===== config.mk =====
export PLATFORM = sky130hd
export DESIGN_NAME = fetch_pc_unit_flat
export DESIGN_NICKNAME = d
export VERILOG_FILES = /design/src/rtl/fetch_pc_unit_if.sv /design/src/rtl/fetch_pc_unit.sv /design/src/flat_wrapper.sv
export SDC_FILE = /design/constraint.sdc
export NUM_CORES = 1
export LEC_CHECK = 0
export ABC_CLOCK_PERIOD_IN_PS = 4900
export BUFFER_PORTS_ARGS = -buffer_cell sky130_fd_sc_hd__buf_2
export CELL_PAD_IN_SITES_DETAIL_PLACEMENT = 0
export CELL_PAD_IN_SITES_GLOBAL_PLACEMENT = 1
export CORE_ASPECT_RATIO = 1.75
export CORE_MARGIN = 2
export CORE_UTILIZATION = 24
export CTS_BUF_LIST = sky130_fd_sc_hd__clkbuf_16
export DETAILED_ROUTE_END_ITERATION = 7
export GPL_TIMING_DRIVEN = 0
export MAX_ROUTING_LAYER = met4
export PLACE_DENSITY_LB_ADDON = 0.1
export SKIP_CTS_REPAIR_TIMING = 1
export SLEW_MARGIN = 20
export SYNTH_ARGS = -nofsm -noshare
export SYNTH_HDL_FRONTEND = slang
export SYNTH_SLANG_ARGS = --single-unit

===== constraint.sdc =====
create_clock -name clk -period 4.9 [get_ports clk]
set_clock_uncertainty 0.1 [all_clocks]
set_input_delay 1.225 -clock clk [delete_from_list [all_inputs] [get_ports clk]]
set_output_delay 1.225 -clock clk [all_outputs]
set_load 0.02 [all_outputs]

===== src/rtl/fetch_pc_unit_if.sv =====
`default_nettype none
// ============================================================================
// Module      : fetch_pc_unit_if
// Description : Bundles the instruction-memory req/ack bus and the fetch-to-
//               decode handshake of fetch_pc_unit.
// Revision    : 1.0 - initial release
// ============================================================================
interface fetch_pc_unit_if;
  logic        imem_req;
  logic [31:0] imem_addr;
  logic        imem_ack;
  logic [31:0] imem_rdata;
  logic [31:0] instr;
  logic [6:0]  opcode;
  logic [31:0] pc;
  logic        instr_valid;
  logic        instr_ready;
  logic        branch_taken;
  logic [31:0] immext;
  logic        misalign_err;
  logic        fetch_err;

  modport master (
    output imem_req, imem_addr, instr, opcode, pc, instr_valid,
           misalign_err, fetch_err,
    input  imem_ack, imem_rdata, instr_ready, branch_taken, immext
  );

  modport slave (
    input  imem_req, imem_addr, instr, opcode, pc, instr_valid,
           misalign_err, fetch_err,
    output imem_ack, imem_rdata, instr_ready, branch_taken, immext
  );
endinterface
`default_nettype wire


===== src/rtl/fetch_pc_unit.sv =====
`default_nettype none
// ============================================================================
// Module      : fetch_pc_unit
// Description : Instruction-fetch stage: owns the PC, fetches one word per
//               req/ack handshake and presents it to decode. Optional imem
//               timeout detection is enabled with macro FETCH_TIMEOUT_EN.
// Revision    : 1.0 - initial release
// ============================================================================
module fetch_pc_unit #(
  parameter logic [31:0] RESET_PC       = 32'h0000_0000,
  parameter int          TIMEOUT_CYCLES = 16
) (
  input  wire               clk,
  input  wire               rst_n,
  fetch_pc_unit_if.master   bus
);

  localparam logic [1:0] c_IDLE  = 2'd0;
  localparam logic [1:0] c_FETCH = 2'd1;
  localparam logic [1:0] c_HOLD  = 2'd2;
  localparam logic [1:0] c_TRAP  = 2'd3;

  localparam logic [31:0] c_NOP  = 32'h0000_0013;

  logic [1:0]  r_state;
  logic [31:0] r_pc;
  logic [31:0] r_instr;
  logic        r_misalign;

  logic [31:0] w_target;
  logic        w_timeout;

  // Target is only consumed in HOLD with instr_ready, so it can be computed freely.
  assign w_target = bus.branch_taken ? (r_pc + bus.immext) : (r_pc + 32'd4);

`ifdef FETCH_TIMEOUT_EN
  localparam int c_WAIT_W = $clog2(TIMEOUT_CYCLES + 1);

  logic [c_WAIT_W-1:0] r_wait;
  logic                r_fetch_err;

  // The Nth consecutive ack-less FETCH cycle is the one where r_wait == N-1.
  assign w_timeout = (r_wait == c_WAIT_W'(TIMEOUT_CYCLES - 1));

  always_ff @(posedge clk or negedge rst_n) begin
    if (!rst_n) begin
      r_wait      <= '0;
      r_fetch_err <= 1'b0;
    end else if (r_state != c_FETCH) begin
      r_wait <= '0;
    end else if (!bus.imem_ack) begin
      r_wait <= r_wait + 1'b1;
      if (w_timeout) begin
        r_fetch_err <= 1'b1;
      end
    end
  end

  assign bus.fetch_err = r_fetch_err;
`else
  assign w_timeout     = 1'b0;
  assign bus.fetch_err = 1'b0;
`endif

  always_ff @(posedge clk or negedge rst_n) begin
    if (!rst_n) begin
      r_state    <= c_IDLE;
      r_pc       <= RESET_PC;
      r_instr    <= c_NOP;
      r_misalign <= 1'b0;
    end else begin
      case (r_state)
        c_IDLE: begin
          r_state <= c_FETCH;
        end
        c_FETCH: begin
          if (bus.imem_ack) begin
            r_instr <= bus.imem_rdata;
            r_state <= c_HOLD;
          end else if (w_timeout) begin
            r_state <= c_TRAP;
          end
        end
        c_HOLD: begin
          if (bus.instr_ready) begin
            if (w_target[1:0] != 2'b00) begin
              r_misalign <= 1'b1;
              r_state    <= c_TRAP;
            end else begin
              r_pc    <= w_target;
              r_state <= c_FETCH;
            end
          end
        end
        default: begin
          r_state <= c_TRAP;
        end
      endcase
    end
  end

  assign bus.imem_req     = (r_state == c_FETCH);
  assign bus.imem_addr    = r_pc;
  assign bus.instr_valid  = (r_state == c_HOLD);
  assign bus.instr        = r_instr;
  assign bus.opcode       = r_instr[6:0];
  assign bus.pc           = r_pc;
  assign bus.misalign_err = r_misalign;

endmodule
`default_nettype wire

===== src/flat_wrapper.sv =====
// flat-port wrapper written by rule: the top's interface ports become plain ports
module fetch_pc_unit_flat 
#(
  parameter logic [31:0] RESET_PC       = 32'h0000_0000,
  parameter int          TIMEOUT_CYCLES = 16
)
  (clk, rst_n, bus_imem_req, bus_imem_addr, bus_instr, bus_opcode, bus_pc, bus_instr_valid, bus_misalign_err, bus_fetch_err, bus_imem_ack, bus_imem_rdata, bus_instr_ready, bus_branch_taken, bus_immext);
  fetch_pc_unit_if bus_i ();
  input  wire clk;
  input  wire rst_n;
  output wire logic [$bits(bus_i.imem_req)-1:0] bus_imem_req;
  output wire logic [$bits(bus_i.imem_addr)-1:0] bus_imem_addr;
  output wire logic [$bits(bus_i.instr)-1:0] bus_instr;
  output wire logic [$bits(bus_i.opcode)-1:0] bus_opcode;
  output wire logic [$bits(bus_i.pc)-1:0] bus_pc;
  output wire logic [$bits(bus_i.instr_valid)-1:0] bus_instr_valid;
  output wire logic [$bits(bus_i.misalign_err)-1:0] bus_misalign_err;
  output wire logic [$bits(bus_i.fetch_err)-1:0] bus_fetch_err;
  input wire logic [$bits(bus_i.imem_ack)-1:0] bus_imem_ack;
  input wire logic [$bits(bus_i.imem_rdata)-1:0] bus_imem_rdata;
  input wire logic [$bits(bus_i.instr_ready)-1:0] bus_instr_ready;
  input wire logic [$bits(bus_i.branch_taken)-1:0] bus_branch_taken;
  input wire logic [$bits(bus_i.immext)-1:0] bus_immext;
  assign bus_imem_req = bus_i.imem_req;
  assign bus_imem_addr = bus_i.imem_addr;
  assign bus_instr = bus_i.instr;
  assign bus_opcode = bus_i.opcode;
  assign bus_pc = bus_i.pc;
  assign bus_instr_valid = bus_i.instr_valid;
  assign bus_misalign_err = bus_i.misalign_err;
  assign bus_fetch_err = bus_i.fetch_err;
  assign bus_i.imem_ack = bus_imem_ack;
  assign bus_i.imem_rdata = bus_imem_rdata;
  assign bus_i.instr_ready = bus_instr_ready;
  assign bus_i.branch_taken = bus_branch_taken;
  assign bus_i.immext = bus_immext;
  fetch_pc_unit #(.RESET_PC(RESET_PC), .TIMEOUT_CYCLES(TIMEOUT_CYCLES)) u_core (.clk(clk), .rst_n(rst_n), .bus(bus_i));
endmodule

==> impl_results.md, run 1 <==
* FMAX at ~220 MHz
* Worst-margin pin slew at 1010 ps
* Global route total overflow at 0
* Initial DRC count at between 150 and 200
* Hold path endpoint: u_core.bus.misalign_err
* Row cnt at 71
* DRC errors left at 0
* Layout cells sized above 1 at 36.8%
* Critical Path Sink Type: register
* Number of flops mapped to enable cells by yosys at 0
* Worst hold path stage count at 1
* Crit path DAT at 4720 ps
* Overall Global Routing Usage at between 15 and 20%
* Worst slew margin at 30.7%
* Largest net degree at the start of global routing at 38
* Synth Cell Area at 5200 um2
* Clk slew on worst S/H paths at 60 ps
* Pwr/cell area at 350 nW/um2
* Post-synth net total at between 600 and 700
* Post-route cell area at 6760 um2
* Longest Clk Path Bufs at 2
* Crit start category: input pin
* Inst Count DP at 1051
* Largest family of logic cells by synthesized area: compound AO/OA/AOI/OAI gates
* Avg Cell Area, Syn at 8.92 um2
* Nets at around 870
* TritonRoute pass-1 iters at 5
* Worst-Skew Late Latency at 340 ps
* Post-synth cell types at 69
* Fin cells at 1067
* Unrepaired setup endpoints after global routing: no
* Max Cap Violations at 0
* Post-DP HPWL at 15100 um
* Fin util at 31.6%
* Clk sink count at 67
* Die Height at between 150 and 200 um
* Final Cycle Share at 93.1%
* FF+latch count, synth at 67
* FF-to-FF Start: u_core.bus.imem_addr[0]
* Status: completed
* Antenna diodes at 0
* Static Leak at 3.31 nW
* H-Tree Depth at 3
* CTS tree: done
* Synth Area in Compound Gates at 21.7%
* Ys Warns at 0
* Area grow syn2layout at 30.1%
* HP Class: reg2reg
* Post-synthesis simple-gate area fraction at 18.4%
* WL final at around 19000 um
* Main flop type after synthesis: dfrtp_1
* Num CTS Buffers at 9
* Final setup viols at 0
* GP Congestion at 0.803
* Die area at around 23000 um2
* Worst IR Drop VDD at between 0.15 and 0.2 mV
* Die X at 115 um
* Clock root cell: clkbuf_16
* Adder-Cell Fraction of Synth Area at 8.09%
* Num ports at 176
* Area post-placement at 6470 um2
* DR vias/cell at 4.75
* Commonest non-fill, non-tap cell in the layout: buf_2
* R2R depth at 10
* Multiplexer share of the synthesized area at 7.75%
* Slew Limit Fails at 0
* Commonest non-fill, non-tap cells in the layout: 173 x buf_2, 64 x dfrtp_1, 57 x a21oi_1, 42 x nand2_1, 42 x buf_4
* Cells after Synth at 583
* Max FO, Critical Path at 10
* Critical path type: in2reg
* Sequential fraction of the synthesis area at 32.3%
* Final min period at 4560 ps
* Routed length per instance at roughly 18 um
* Initial core utilization at 24.3%
* Initial antenna violation count at 0
* First-pass GRT wire length at 28500 um
* Final hold violations at 0
* ANT nets after route at 0
* Worst r2r dst: u_core.bus.imem_addr[31]
* Synth Area in XOR/XNOR at 3.88%
* Worst EP required at about 5000 ps
* Port Buf Inserts at roughly 170
* Routed via count at 5071
* Vias in the first global route at 5102
* Min-delay src: u_core.bus.misalign_err
* Core ar. at 21400 um2
* Async S/R FF share, synth at 100%
* R2R setup slack at 900 ps
-- how the worst max path moves through the flow --
stage | start | endpoint | depth (start not counted)
2_1_floorplan | bus_immext[0] | u_core.bus.imem_addr[31] | 11
3_3_place_gp | bus_immext[0] | u_core.bus.imem_addr[31] | 11
3_5_place_dp | bus_immext[0] | u_core.bus.imem_addr[31] | 11
4_1_cts | bus_immext[0] | u_core.bus.imem_addr[31] | 11
5_1_grt | bus_immext[0] | u_core.bus.imem_addr[31] | 11
6_report | bus_immext[0] | u_core.bus.imem_addr[31] | 11
-- sequential cells by signal, indices dropped and copies added, names as in the netlist --
register                 cells
u_core.r_state               2
u_core.bus.instr            32
u_core.bus.misalign_err      1
u_core.bus.imem_addr        32
-- metal layers --
layer	global-route usage (%)	up-vias	routed length [um]
li1	-	2517	-
met5	-	-	0
met4	5.98	0	404
met1	16.8	2398	7120
met2	33.1	138	10700
met3	2.01	18	667
-- through the flow --
stage	hold slack (ps)	setup TNS [ps]	setup WS, ps	power [mW]
4_1_cts	369	0	312	2.41
2_1_floorplan	398	0	811	1.40
3_3_place_gp	350	-28.8	-28.8	1.73
5_1_grt	398	0	183	2.52
3_5_place_dp	356	-32.8	-32.8	1.74
6_report	366	0	339	2.37
-- cells in the mapped netlist, types with 5 or more instances --
master	instances	area (um2)
dfrtp_1	64	1600
a21oi_1	57	285
nand2_1	42	158
buf_4	40	300
o21ai_0	35	175
mux2_2	34	383
ha_1	32	400
nor2_1	32	120
nand3_1	19	95.1
nor3_1	18	90.1
clkbuf_1	16	60.1
a21o_1	13	97.6
xnor2_1	13	114
nor2b_1	10	62.6
xor2_1	10	87.6
and3_1	9	56.3
or3_1	9	56.3
a31oi_1	8	50.1
nand4_1	8	50.1
o21ai_1	8	40.0
a211oi_1	7	52.6
inv_1	7	26.3
a22oi_1	6	45.0
and2_1	5	31.3
o31ai_1	5	37.5
-- report_power, final --
part           total, mW  switching [mW]  internal (mW)
logic              0.952           0.550          0.402
clock network      0.647           0.255          0.392
registers          0.766           0.113          0.653
total               2.37           0.918           1.45
-- final cells by class --
class	instances	area (um2)
buffer	59	372
clock buffer	9	225
clock inverter	7	68.8
fill	2307	14600
inverter	9	33.8
multi-input combinational	448	3120
sequential	67	1680
tap	292	365
timing repair buffer	176	901
-- critical path, cell delays in order --
cell and delay (ps):
buf_2 100, ha_1 220, fa_1 420, or3b_1 440
a21oi_1 770, nand2_1 530, nor3b_2 430, nor4b_4 70
a31o_1 200, a211oi_2 160, xor2_1 160
-- cell families (layout without fill, tap and decap cells) --
| kind of cell | after synthesis | count (layout) |
|---|---|---|
| simple gates | 176 | 176 |
| flops | 67 | 67 |
| buf+inv | 68 | 260 |
| mux | 36 | 36 |
| other cells | 1 | 1 |
| fa+ha+maj | 33 | 33 |
| compound gates | 179 | 179 |
| xor+xnor | 23 | 23 |
Note: power is estimated with default switching activity, not from simulation.
==> inputs of run 2 (changes only) <==
--- a/config.mk
+++ b/config.mk
@@ -11,7 +11,7 @@
 export CELL_PAD_IN_SITES_GLOBAL_PLACEMENT = 1
 export CORE_ASPECT_RATIO = 1.75
 export CORE_MARGIN = 2
-export CORE_UTILIZATION = 24
+export CORE_UTILIZATION = 35
 export CTS_BUF_LIST = sky130_fd_sc_hd__clkbuf_16
 export DETAILED_ROUTE_END_ITERATION = 7
 export GPL_TIMING_DRIVEN = 0
==> impl_results.md, run 2 (synthesized netlist as in run 1, its figures left out) <==
* Comb pwr share at ~39%
* Worst IR Drop VDD at around 0.13 mV
* Routed via count at 5162
* Pre-CTS setup slack at 46.8 ps
* Final Cycle Share at 91.7%
* Area post-placement at 6330 um2
* Vias in the first global route at 4891
* Slew Limit Fails at 0
* Clk sink count at 67
* Static Leak at about 3.3 nW
* Commonest non-fill, non-tap cell in the layout: buf_2
* Status: completed
* Area grow syn2layout at 28.1%
* Slowest cell delay on critical path at 750 ps
* Crit path DAT at 4660 ps
* Pwr/cell area at 364 nW/um2
* Crit start category: input pin
* Final hold violations at 0
* Clk slew on worst S/H paths at 60 ps
* Critical path type: in2reg
* Clock root cell: clkbuf_16
* Num CTS Buffers at 9
* Worst-margin pin slew at a little over 1000 ps
* Switch share at 37.9%
* Worst EP required at ~5000 ps
* Worst-Skew Late Latency at 340 ps
* DR vias/cell at 5.39
* Int Pwr at 1.50 mW
* Initial core utilization at 35.4%
* Commonest non-fill, non-tap cells in the layout: 173 x buf_2, 64 x dfrtp_1, 57 x a21oi_1, 42 x nand2_1, 42 x buf_4
* Die area at around 16000 um2
* Initial antenna violation count at 0
* Post-route cell area at 6660 um2
* Critical path's slowest cell: a21oi_1
* Reg power frac at 31.7%
* Max FO, Critical Path at 10
* Final min period at 4490 ps
* Worst-path cell chain: buf_2, ha_1, fa_1, or3b_1, a21oi_1, nand2_1, nor3b_2, nor4b_4, a31o_1, a211oi_2, xor2_1
* Layout cells sized above 1 at 36.9%
* Switching power at around 0.92 mW
* R2R setup slack at 940 ps
* WL final at roughly 17000 um
* FMAX at 222 MHz
* Port Buf Inserts at 174
* ANT nets after route at 0
* Global route total overflow at 0
* Die X at 96.1 um
* CTS tree: done
* GP Congestion at 0.896
* Core ar. at 14700 um2
* Row cnt at 59
* Final setup viols at 0
* Fin util at 45.3%
* DRC errors left at 0
* Post-DP HPWL at 13600 um
* Fin worst setup slack at 406 ps
* Initial DRC count at 203
* TritonRoute pass-1 iters at 7
* HP Class: reg2reg
* Worst slew margin at 30.4%
* Total power at around 2.4 mW
* Max Cap Violations at 0
* Nets at between 800 and 900
* Routed length per instance at 17.9 um
* First-pass GRT wire length at approximately 26000 um
* Overall Global Routing Usage at 22.0%
* Antenna diodes at 0
* Num ports at 176
* Setup_tns at 0 ps
* H-Tree Depth at 3
* Longest Clk Path Bufs at 2
* Largest net degree at the start of global routing at between 40 and 50
* Unrepaired setup endpoints after global routing: no
* Die Height at approximately 170 um
* Clock share of power at about 29%
* Critical Path Sink Type: register
-- run 2: cell types whose count changed in the layout (fill, tap and decap cells not counted), sizes merged --
cell	before	now
bufinv	1	2
inv	9	10
clkinv	5	4
clkinvlp	1	0
-- run 2: per-stage QoR --
step	hold WS, ps	cells
floorplan	398	583
global placement	351	940
detailed placement	359	942
CTS	372	958
global route	385	958
finish	371	958
-- run 2: path summary, 6_finish.rpt --
check                                        start                        to  cells past startpoint
max reg2reg                u_core.bus.imem_addr[0]  u_core.bus.imem_addr[31]                     10
max                                  bus_immext[0]  u_core.bus.imem_addr[31]                     11
min                        u_core.bus.misalign_err   u_core.bus.misalign_err                      1
max in group asynchronous                    rst_n       u_core.bus.instr[1]                      2
min reg2reg                u_core.bus.misalign_err   u_core.bus.misalign_err                      1
min in group asynchronous                    rst_n      u_core.bus.instr[10]                      1
-- run 2: power by group through the flow --
stage	sequential, mW	combinational, mW	clock [mW]
6_report	0.767	0.944	0.710
5_1_grt	0.785	1.04	0.749
4_1_cts	0.770	0.952	0.722
3_5_place_dp	0.781	0.949	0
3_3_place_gp	0.773	0.939	0
2_1_floorplan	0.869	0.531	0
-- run 2: area by class of cell --
cell class | count | area [um2]
clock buffer | 9 | 225
multi-input combinational | 448 | 3120
sequential | 67 | 1680
buffer | 59 | 372
inverter | 9 | 33.8
fill | 1540 | 8030
timing repair buffer | 176 | 901
tap | 183 | 229
clock inverter | 7 | 100
-- run 2: worst max-delay path, delay by kind of cell --
family                   cells  cell delay [ps]
AND/OR/NAND/NOR              4             1400
AO/OA/AOI/OAI                3             1120
adder cells (fa/ha/maj)      2              650
XOR/XNOR                     1              160
buffers and inverters        1              100
-- run 2: per-layer routing --
layer | routed length [um] | vias to the layer above | part of all wire [%] | global-route usage, %
met5 | 0 | - | 0 | -
met4 | 556 | 0 | 3.2 | 8.90
met3 | 899 | 36 | 5.2 | 3.54
met2 | 9320 | 167 | 54 | 40.4
met1 | 6400 | 2456 | 37 | 22.9
li1 | - | 2503 | - | -
==> inputs of run 3 (changes only) <==
--- a/config.mk
+++ b/config.mk
@@ -5,6 +5,7 @@
 export SDC_FILE = /design/constraint.sdc
 export NUM_CORES = 1
 export LEC_CHECK = 0
+export ABC_AREA = 1
 export ABC_CLOCK_PERIOD_IN_PS = 4900
 export BUFFER_PORTS_ARGS = -buffer_cell sky130_fd_sc_hd__buf_2
 export CELL_PAD_IN_SITES_DETAIL_PLACEMENT = 0
==> impl_results.md, run 3 <==
* FMAX at 311 MHz
* Longest Clk Path Bufs at 2
* Worst IR Drop VDD at 0.158 mV
* Crit start category: input pin
* Pwr/cell area at 326 nW/um2
* Static Leak at 4.29 nW
* Most common cell in the netlist: nand2_1
* Post-synth cell types at 35
* Top post-synthesis cells by area: dfrtp_1 27%, nand2_1 18%, inv_1 7.8%
* Die X at 103 um
* Post-DP HPWL at 18500 um
* Number of flops mapped to enable cells by yosys at 0
* Routed length per instance at about 17 um
* Post-synth net total at 1024
* Min-delay src: u_core.bus.misalign_err
* CTS tree: done
* Met2 WL at 12300 um
* Layout cells sized above 1 at 25.0%
* Clk slew on worst S/H paths at 60 ps
* Area grow syn2layout at 25.1%
* Die Height at roughly 180 um
* Post-synth top area cell: dfrtp_1
* Met3 routed WL at 813 um
* Main flop type after synthesis: dfrtp_1
* Max Cap Violations at 0
* Worst setup path start: bus_immext[0]
* Num CTS Buffers at 9
* Die area at 18300 um2
* Slew Limit Fails at 0
* Num ports at 176
* Final min period at 3210 ps
* Crit path DAT at 3310 ps
* Final hold violations at 0
* Crit path to: u_core.bus.imem_addr[15]
* Global route total overflow at 0
* Commonest cells in the netlist: 295 x nand2_1, 125 x inv_1, 92 x nor2_1
* Worst hold path stage count at 1
* GP Congestion at 0.954
* Largest net degree at the start of global routing at 44
* ANT nets after route at 0
* Sequential fraction of the synthesis area at 27.9%
* R2R depth at 8
* Max FO, Critical Path at 10
* Core ar. at 16900 um2
* R2R setup slack at 2260 ps
* Initial core utilization at 35.6%
* Status: completed
* Commonest non-fill, non-tap cell in the layout: nand2_1
* Inst Count DP at 1324
* TritonRoute pass-1 iters at 7
* Clk sink count at 67
* Fin worst setup slack at 1690 ps
* Ys Warns at 0
* Final Cycle Share at 65.5%
* Row cnt at 63
* Clock root cell: clkbuf_16
* First-pass GRT wire length at 33400 um
* Async S/R FF share, synth at 100%
* Worst EP required at approximately 5000 ps
* Setup_tns at 0 ps
* Cells after Synth at 922
* Nets at 1210
* Synth Cell Area at ~6000 um2
* Antenna diodes at 0
* FF-to-FF Start: u_core.bus.imem_addr[0]
* Met1 WL at just under 8000 um
* HP Class: reg2reg
* WL final at 22200 um
* Final setup viols at 0
* DRC errors left at 0
* Vias in the first global route at 6261
* Pre-CTS setup slack at 1290 ps
* Critical path type: in2reg
* Initial DRC count at approximately 270
* Worst r2r dst: u_core.bus.imem_addr[15]
* Worst-Skew Late Latency at approximately 340 ps
* Commonest non-fill, non-tap cells in the layout: 295 x nand2_1, 179 x buf_2, 125 x inv_1, 92 x nor2_1, 70 x a21oi_1
* Initial antenna violation count at 0
* Highest Signal Layer: met4
* Unrepaired setup endpoints after global routing: no
* Avg Cell Area, Syn at 6.54 um2
* Critical Path Sink Type: register
* Routed via count at 6407
* Fin cells at 1340
* Worst-margin pin slew at between 800 and 900 ps
* Share of the synthesized area in the top cell type at between 20% and 30%
* FF+latch count, synth at 67
* Overall Global Routing Usage at around a quarter
* Port Buf Inserts at 174
* H-Tree Depth at 3
* DR vias/cell at between 4 and 5
* Worst slew margin at 43.3%
[run 3: cell types whose count changed after synthesis, sizes merged, moves of 8 or more]
cell	change
and3	-9
o21ai	-25
a211oi	-8
or3	-9
nand3b	+9
nor2b	-10
a21oi	+13
a21o	-11
inv	+118
xnor2	-11
clkbuf	-8
nand2	+253
nor2	+62
nand3	+32
[run 3: report_power, final]
part,switching [mW],internal (mW),total [mW]
Combinational,0.622,0.373,0.995
Clock,0.263,0.448,0.711
Sequential,0.105,0.643,0.748
Total,0.990,1.46,2.45
[run 3: logic make-up after synthesis]
group | count (synthesis) | synth area share (%)
flops | 67 | 27.9
compound gates | 108 | 9.76
buf+inv | 182 | 14.1
xor+xnor | 17 | 2.47
other cells | 1 | 0.0622
simple gates | 482 | 32.8
mux | 32 | 5.98
fa+ha+maj | 33 | 6.97
[run 3: worst max-delay path, cell delays in order]
cell,delay (ps)
buf_2,100
ha_1,240
fa_1,430
or3_1,400
nand2_1,90
nand2_1,170
clkbuf_1,310
a21oi_1,250
a22oi_1,90
[run 3: how the worst min path moves through the flow]
stage,endpoint
after CTS,u_core.bus.misalign_err
after global routing,u_core.bus.misalign_err
final,u_core.bus.misalign_err
after global placement,u_core.bus.misalign_err
after floorplan,u_core.r_state[1]
after detailed placement,u_core.bus.misalign_err
[run 3: final cells by class]
class	instances	area [um2]
Buffer	55	372
Multi-Input combinational cell	673	3500
Clock buffer	9	225
Clock inverter	7	100
Tap cell	227	284
Inverter	127	477
Fill cell	1869	9410
Sequential cell	67	1680
Timing Repair Buffer	175	901
[run 3: metrics by stage]
step / cell area, um2 / hold slack, ps / util, % / total power [mW]
after floorplan: 6030 / 373 / - / 1.40
after global placement: 7180 / 347 / 42.4 / 1.75
after detailed placement: 7210 / 365 / 42.6 / 1.76
after CTS: 7540 / 378 / 44.5 / 2.48
after global routing: 7540 / 398 / 44.5 / 2.62
final: 7540 / 370 / 44.5 / 2.45
[run 3: layer usage]
layer,vias up,GRT usage [%]
met4,0,13.1
met1,2865,24.9
met2,195,47.9
met5,-,-
met3,65,2.13
li1,3282,-
